<file path="src/rtl/e_mdu_issue.sv">
// E-stage issue controller for the multiply/divide unit.
// Generates Start, stalls dependent instructions and muxes HI/LO.
module e_mdu_issue #(
  parameter int TIMEOUT = 12
) (
  input  logic        clk,
  input  logic        reset,
  input  logic [2:0]  EOp,
  input  logic [1:0]  ERead,
  input  logic        EFlush,
  input  logic        Busy,
  input  logic [31:0] HI,
  input  logic [31:0] LO,
  output logic [2:0]  MDUOpOut,
  output logic        Start,
  output logic        Stall,
  output logic [31:0] ReadData,
  output logic        Timeout,
  output logic [15:0] StallCnt,
  output logic [15:0] IssueCnt
);

  typedef enum logic [1:0] {
    IDLE,
    WAIT,
    ERR
  } state_t;

  localparam logic [3:0] WLIM = 4'(TIMEOUT - 1);

  state_t     state;
  logic [3:0] wait_cnt;
  logic       mdop;
  logic       mtop;
  logic       rd_hi;
  logic       rd_lo;
  logic       uses;
  logic       in_wait;
  logic       in_err;
  logic       issue_ok;

  assign mdop    = (EOp >= 3'd1) && (EOp <= 3'd4);
  assign mtop    = (EOp == 3'd5) || (EOp == 3'd6);
  assign rd_hi   = (ERead == 2'b01);
  assign rd_lo   = (ERead == 2'b10);
  assign uses    = mdop | mtop | rd_hi | rd_lo;
  assign in_wait = (state == WAIT);
  assign in_err  = (state == ERR);

  // ERR stalls every MDU user so a lost result can't slip through.
  assign Stall = uses & ~EFlush
               & ((in_wait & Busy) | in_err);

  assign issue_ok = ~Stall & ~EFlush & ~in_err;
  assign Start    = mdop & issue_ok;
  assign MDUOpOut = (issue_ok & (mdop | mtop)) ? EOp : 3'd0;

  always_comb begin
    ReadData = 32'd0;
    unique case (1'b1)
      rd_hi:   ReadData = HI;
      rd_lo:   ReadData = LO;
      default: ReadData = 32'd0;
    endcase
  end

  always_ff @(posedge clk or negedge reset) begin
    if (!reset) begin
      state    <= IDLE;
      wait_cnt <= 4'd0;
      Timeout  <= 1'b0;
    end else begin
      unique case (state)
        IDLE: begin
          if (Start) begin
            state    <= WAIT;
            wait_cnt <= 4'd0;
          end
        end
        WAIT: begin
          if (Start) begin
            wait_cnt <= 4'd0;
          end else if (!Busy) begin
            state <= IDLE;
          end else if (wait_cnt == WLIM) begin
            state   <= ERR;
            Timeout <= 1'b1;
          end else begin
            wait_cnt <= wait_cnt + 4'd1;
          end
        end
        ERR: begin
          state <= ERR;
        end
        default: begin
          state <= IDLE;
        end
      endcase
    end
  end

  always_ff @(posedge clk or negedge reset) begin
    if (!reset) begin
      StallCnt <= 16'd0;
      IssueCnt <= 16'd0;
    end else begin
      if (Stall && (StallCnt != 16'hFFFF))
        StallCnt <= StallCnt + 16'd1;
      if (Start)
        IssueCnt <= IssueCnt + 16'd1;
    end
  end

endmodule

</file>
<file path="config.mk">
export PLATFORM = sky130hd
export DESIGN_NAME = e_mdu_issue
export DESIGN_NICKNAME = d
export VERILOG_FILES = /design/src/rtl/e_mdu_issue.sv
export SDC_FILE = /design/constraint.sdc
export NUM_CORES = 1
export LEC_CHECK = 0
export ABC_AREA = 0
export ABC_CLOCK_PERIOD_IN_PS = 2600
export CORE_UTILIZATION = 30
export DETAILED_ROUTE_END_ITERATION = 12
export PLACE_DENSITY = 0.66
export REMOVE_ABC_BUFFERS = 1
export SYNTH_ARGS = -nofsm -noshare
export SYNTH_HDL_FRONTEND = slang
export SYNTH_SLANG_ARGS = --single-unit
</file>
<file path="constraint.sdc">
create_clock -name clk -period 2.6 [get_ports clk]
set_input_delay 0.39 -clock clk [delete_from_list [all_inputs] [get_ports clk]]
set_output_delay 0.39 -clock clk [all_outputs]
set_load 0.02 [all_outputs]
</file>
==> flow_summary.ini <==
[status]
status = completed

[grt]
grt_pass1_wl_um = 13100
globalRouteTotalUtil = 0.195
grt_antenna_before_repair = 0
first_global_vias = 2487
overflow = 0
grt_start_max_net_pins = 40

[clock_tree]
hold_buf_cts = 0
cts_root_buf = clkbuf_8
clk_latency_ns = 0.30
htreeDepth = 2
clkTransAtPathRegs_ns = 0.07
tritoncts = yes
clkSinkCount = 39
cts_post_setup_buffers_inserted = 0
numCtsBuffers = 5
clockBufferDepth = 2

[yosys]
synth_seq_area_share = 0.396
leading_cell_types_by_total_area_after_synthesis = dfrtp_1, a22oi_1, nor2_1, xor2_1, xnor2_1
synth.cells.most_frequent = nor2_1, dfrtp_1, a22oi_1, nand2_1, xor2_1
share_of_yosys_cell_area_claimed_by_the_top_area_cell_type = 0.396
synthesis.area_um2 = 2470
synth_area_per_cell_um2 = 9.67
postSynthCellCount = 255
yosys_warnings = 0
post-synth-top-area-cell = dfrtp_1
synth.ff_latch_count = 39
yosysMostFrequentCell = nor2_1
synth.lib_cells_used.distinct = 45
synth_edf_count = 0
yosys_most_used_dff = dfrtp_1
async_reset_ff_frac = 1.00

[sta]
period_needed_ns = 2.52
max_clock_freq_mhz = 396
hold_viol = 0
rsz0062_at_grt = no
worst_pin_slew_ns = 0.499
final_max_slew_viol_count = 0
relSlewSlack = 0.668
skew_ns = 0.0134
setup_total_negative_slack_ns = 0
timing.final.crit_share = 0.971
timing.final.setup_violations = 0

[floorplan]
floorplan.die_area_um2 = 8590
cell_rows = 32
die-height_um = 92.7
die_width_um = 92.7
floorplan.initialDensity = 0.314
ioPinCount = 143
design.core.area_um2 = 7850

[power_and_ir_drop]
power.leakage_nw = 1.97
vdd_drop_max_uv = 275
power-per-cell-area_nw_per_um2 = 441

[placed_design]
place_area_um2 = 4110
replace_congestion = 0.861
post-place-cells = 511
post-dp-hpwl_um = 6460
port_buffers = 142

[drt]
wl_per_cell_um = 16.3
avgViaCountPerCell = 5.05
detail_route.drc_violations = 0
route.antenna.remaining_nets = 0
routed_wirelength_um = 8480
drtIter0Drc = 61
detailedRoute.firstPassIterationCount = 4
via_total_after_detailed_routing = 2621

[setup_path]
critPathKind = in -> out
critical_path.startpoint_type = input port
worst-endpoint-required_ns = 2.21
cp_slowest_cell = clkdlybuf4s50_1
end_kind = output port
timing.critical_path.slowest_cell_delay_ns = 0.47
timing.critical_path.fanout_max = 4
ff2ff_path_depth = 6
cp.arrival_ns = 2.13
timing.rr.start = state[1]
crit-reg2reg-capture = StallCnt[15]
path_depth = 5
cpLargestDelayFamily = buffers and inverters
ff2ff_setup_slack_ns = 0.45
worst_path_cell_trace = clkdlybuf4s50_1 -> or3_4 -> a211o_4 -> and2_2 -> dlygate4sd2_1
timing.critical_path.buf_inv = 2

[layout]
layout.cell_area.non_filler_um2 = 4200
fin_nets = 494
layout-drive-gt1-share = 0.115
postLayoutCoreUtil = 0.535
post_route_insts_no_fill = 519
insertedDiodeCount = 0
seqCellArea_um2 = 976
multi_input_area_um2 = 1360
area_growth_syn_to_layout_pct = 70.3
n_fill_cell = 735

[flow_run]
max-cap-violations = 0

[worst_hold_path]
hold_path_end = Timeout
path_type_of_the_worst_min_delay_path = reg -> reg
hold_path_stages = 1
hold_start = Timeout
## cell type report
cell class | count | area share
clock inverter | 3 | 0.0104
sequential | 39 | 0.232
timing repair buffer | 165 | 0.379
tap | 102 | 0.0304
clock buffer | 5 | 0.0164
multi-input combinational | 197 | 0.324
inverter | 8 | 0.00715
## placed cells by master (no fill, tap or decap), types with 2 or more instances in the layout
| master | instances |
|---|---|
| xnor2_1 | 13 |
| or3_4 | 2 |
| and3_1 | 4 |
| nor3_1 | 3 |
| xor2_1 | 14 |
| nand2_1 | 14 |
| a211oi_1 | 2 |
| buf_12 | 2 |
| clkdlybuf4s50_1 | 105 |
| o21bai_1 | 2 |
| and2_1 | 3 |
| a22oi_1 | 32 |
| nor2_1 | 40 |
| nor4b_1 | 3 |
| dfrtp_1 | 39 |
| nand3_1 | 10 |
| a21oi_1 | 2 |
| and2_2 | 2 |
| and4_1 | 4 |
| mux2_2 | 2 |
| dlymetal6s2s_1 | 6 |
| clkbuf_8 | 5 |
| buf_4 | 21 |
| nor4_1 | 2 |
| o21ai_0 | 4 |
| nand3b_1 | 3 |
| nand4_1 | 13 |
| ha_1 | 5 |
| inv_1 | 7 |
| dlygate4sd2_1 | 30 |
## worst max path at each step
stage | startpoint | end
final | EOp[0] | Stall
after global routing | EOp[0] | Stall
after CTS | EOp[0] | Start
after detailed placement | EOp[0] | Start
after global placement | EOp[0] | Start
after floorplan | ERead[1] | wait_cnt[2]
## power breakdown
group / internal, mW / total [mW] / switching (mW)
logic: 0.317 / 0.605 / 0.288
clock network: 0.286 / 0.514 / 0.228
registers: 0.657 / 0.733 / 0.0763
## state kept, by name, summed over array words and instances (netlist names)
name and flops:
IssueCnt 16, StallCnt 16, Timeout 1, state 2, wait_cnt 4
## cell families after synthesis
family,Yosys count,synth area share
XOR/XNOR,28,0.102
multiplexers,3,0.0132
adder cells (fa/ha/maj),5,0.0254
AND/OR/NAND/NOR,109,0.233
AO/OA/AOI/OAI,52,0.178
buffers and inverters,19,0.0523
flip-flops,39,0.396
## routing by layer
metal	track usage	part of all wire	vias up	routed length, µm
li1	-	-	1255	-
met5	0	0	-	0
met3	0.0616	0.10	6	856
met4	0.0385	0.0080	0	68
met1	0.255	0.45	1242	3790
met2	0.316	0.44	118	3770
## per-stage QoR
step | setup WS [ns] | power, mW | hold slack, ns
2_1_floorplan | 0.306 | 0.990 | 0.0944
3_3_place_gp | -0.241 | 1.36 | 0.465
3_5_place_dp | -0.285 | 1.37 | 0.469
4_1_cts | 0.00444 | 1.86 | 0.493
5_1_grt | 0.0143 | 1.94 | 0.512
6_report | 0.0765 | 1.85 | 0.485
## worst reg2reg max path: cells and delay by family, from the launching register on
kind                   cells  cell delay, ns
multiplexers               1            0.37
AND/OR/NAND/NOR            3            0.86
AO/OA/AOI/OAI              1            0.20
flip-flops                 1            0.47
buffers and inverters      1            0.15
## timing repair
action	in CTS	in global routing
setup endpoints to repair	31	7
pin swaps	0	0
gates resized for setup	32	7
gates cloned	0	0
(Power assumes the default switching activity.)
==> RTL edit: new RTL, config.mk and constraints unchanged <==
Put one more register stage on the output `IssueCnt`, without a reset. The value now appears one clock later. The other outputs are not delayed to match.
--- a/src/rtl/e_mdu_issue.sv
+++ b/src/rtl/e_mdu_issue.sv
@@ -28,4 +28,6 @@
 
   localparam logic [3:0] WLIM = 4'(TIMEOUT - 1);
+
+  logic [15:0] IssueCnt_s0;
 
   state_t     state;
@@ -103,11 +105,15 @@
     if (!reset) begin
       StallCnt <= 16'd0;
-      IssueCnt <= 16'd0;
+      IssueCnt_s0 <= 16'd0;
     end else begin
       if (Stall && (StallCnt != 16'hFFFF))
         StallCnt <= StallCnt + 16'd1;
       if (Start)
-        IssueCnt <= IssueCnt + 16'd1;
+        IssueCnt_s0 <= IssueCnt_s0 + 16'd1;
     end
+  end
+
+  always_ff @(posedge clk) begin
+    IssueCnt <= IssueCnt_s0;
   end
 
Check against the original RTL: not equivalent (Yosys sat finds a counterexample within 4 cycles, from zero or initial values and one cycle with reset low).
==> RTL edit against the original RTL <==
Critical path depth rose by 1; synthesized area rose by 7.5%; synthesized cell count rose by 9.4%; worst setup slack got worse by 0.015 ns; power rose by 29%; combinational power rose by 28%; core utilization fell by 0.72 points; via count rose by 0.42%; sequential cell count rose by 16; clock skew fell by 0.0033 ns; largest cell class unchanged; wire length rose by 0.51%; global-route usage fell by 1.5 points; final area rose by 5.4%; non-clock buffer count rose by 1.
==> RTL edit: results <==
set metrics [dict create \
    synth-async-reset-ratio 0.709 \
    r2r_setup_slack_ns 0.70 \
    grt_max_degree 40 \
    wire_per_inst_um 15.7 \
    synth_common_cells "nor2_1 (44), dfrtp_1 (39), a22oi_1 (32)" \
    dp_hpwl_mm 6.81 \
    place_inst 536 \
    num_antenna_cells 0 \
    synth_area_leaders "dfrtp_1 (37%), dfxtp_1 (12%), a22oi_1 (9.1%)" \
    fin_skew_ns 0.0101 \
    cts.path.max_buffers 2 \
    comb_cell_power_uw 777 \
    p_int_uw 1600 \
    cts.clk_slew.worst_paths_ns 0.11 \
    syn_area_per_cell_um2 9.50 \
    cellPowerDensity_nw_per_um2 541 \
    crit_end "ReadData[10]" \
    min-delay-path-class "primary input to asynchronous set/reset pin" \
    root_buffer "clkbuf_8" \
    fillers 823 \
    grt_pass1_vias 2452 \
    drt-pass1-iter-count 6 \
    globalplace.congestion 0.812 \
    cts_resized 27 \
    synthAdderAreaFrac 0.0236 \
    arrival_ns 2.15 \
    status "finished, final reports clean" \
    reg2reg_to "StallCnt[5]$_DFFE_PN0P_" \
    leakagePower_uw 0.00211 \
    rr_worst_depth 6 \
    synth_warnings 0 \
    pre_cts_ws_ns -0.121 \
    yosysTopAreaCell "dfrtp_1" \
    holdWs_ns 0.187 \
    tightest_slew_ns 0.886 \
    synth_xor_area_frac 0.0892 \
    path_max_fanout 32 \
    synth.area.mux_share 0.0156 \
    final_nets 516 \
    dpl-instance-area_um2 4340 \
    drt_iter0_markers 126 \
    drive_above_1_share 0.0979 \
    ir_drop_v 0.000624 \
    clockPowerShare 0.211 \
    reg.largest.list "IssueCnt x16, IssueCnt_s0 x16, StallCnt x16" \
    track_usage 0.180 \
    min_period_ns 2.54 \
    synth_compound_area_frac 0.128 \
    grt_pass1_wl_mm 12.4 \
    drt_wl_total_mm 8.53 \
    ys_seq_area_frac 0.489 \
    area_growth_pct 66.9 \
    startpoint "ERead[1]" \
    synth.distinct_cells 37 \
    regToRegStartpoint "StallCnt[7]$_DFFE_PN0P_" \
    via_per_inst 4.84 \
    cts.htree.levels 2 \
]
[RTL edit: changes by cell type after synthesis, sizes merged, moves of 4 or more]
cell | before | now
nor2 | 40 | 44
xnor2 | 14 | 10
dfxtp | 0 | 16
nand4 | 13 | 6
nand3 | 10 | 15
nor3 | 3 | 7
[RTL edit: cell type report]
cell class | count | area share
Timing Repair Buffer | 166 | 0.362
Sequential cell | 55 | 0.293
Multi-Input combinational cell | 200 | 0.284
Tap cell | 105 | 0.0297
Clock buffer | 5 | 0.0156
Inverter | 10 | 0.00848
Clock inverter | 3 | 0.00764
[RTL edit: critical path: stages]
cell and delay [ns]:
clkdlybuf4s50_1 0.43, buf_4 0.14, ha_1 0.30, buf_12 0.18
nor2_1 0.10, clkdlybuf4s50_1 0.60
[RTL edit: per-layer routing]
metal	up-vias	wire length, um	track usage
met5	-	0	0
met4	0	126	0.0547
met3	8	848	0.0434
met2	113	4260	0.324
met1	1219	3300	0.210
li1	1292	-	-
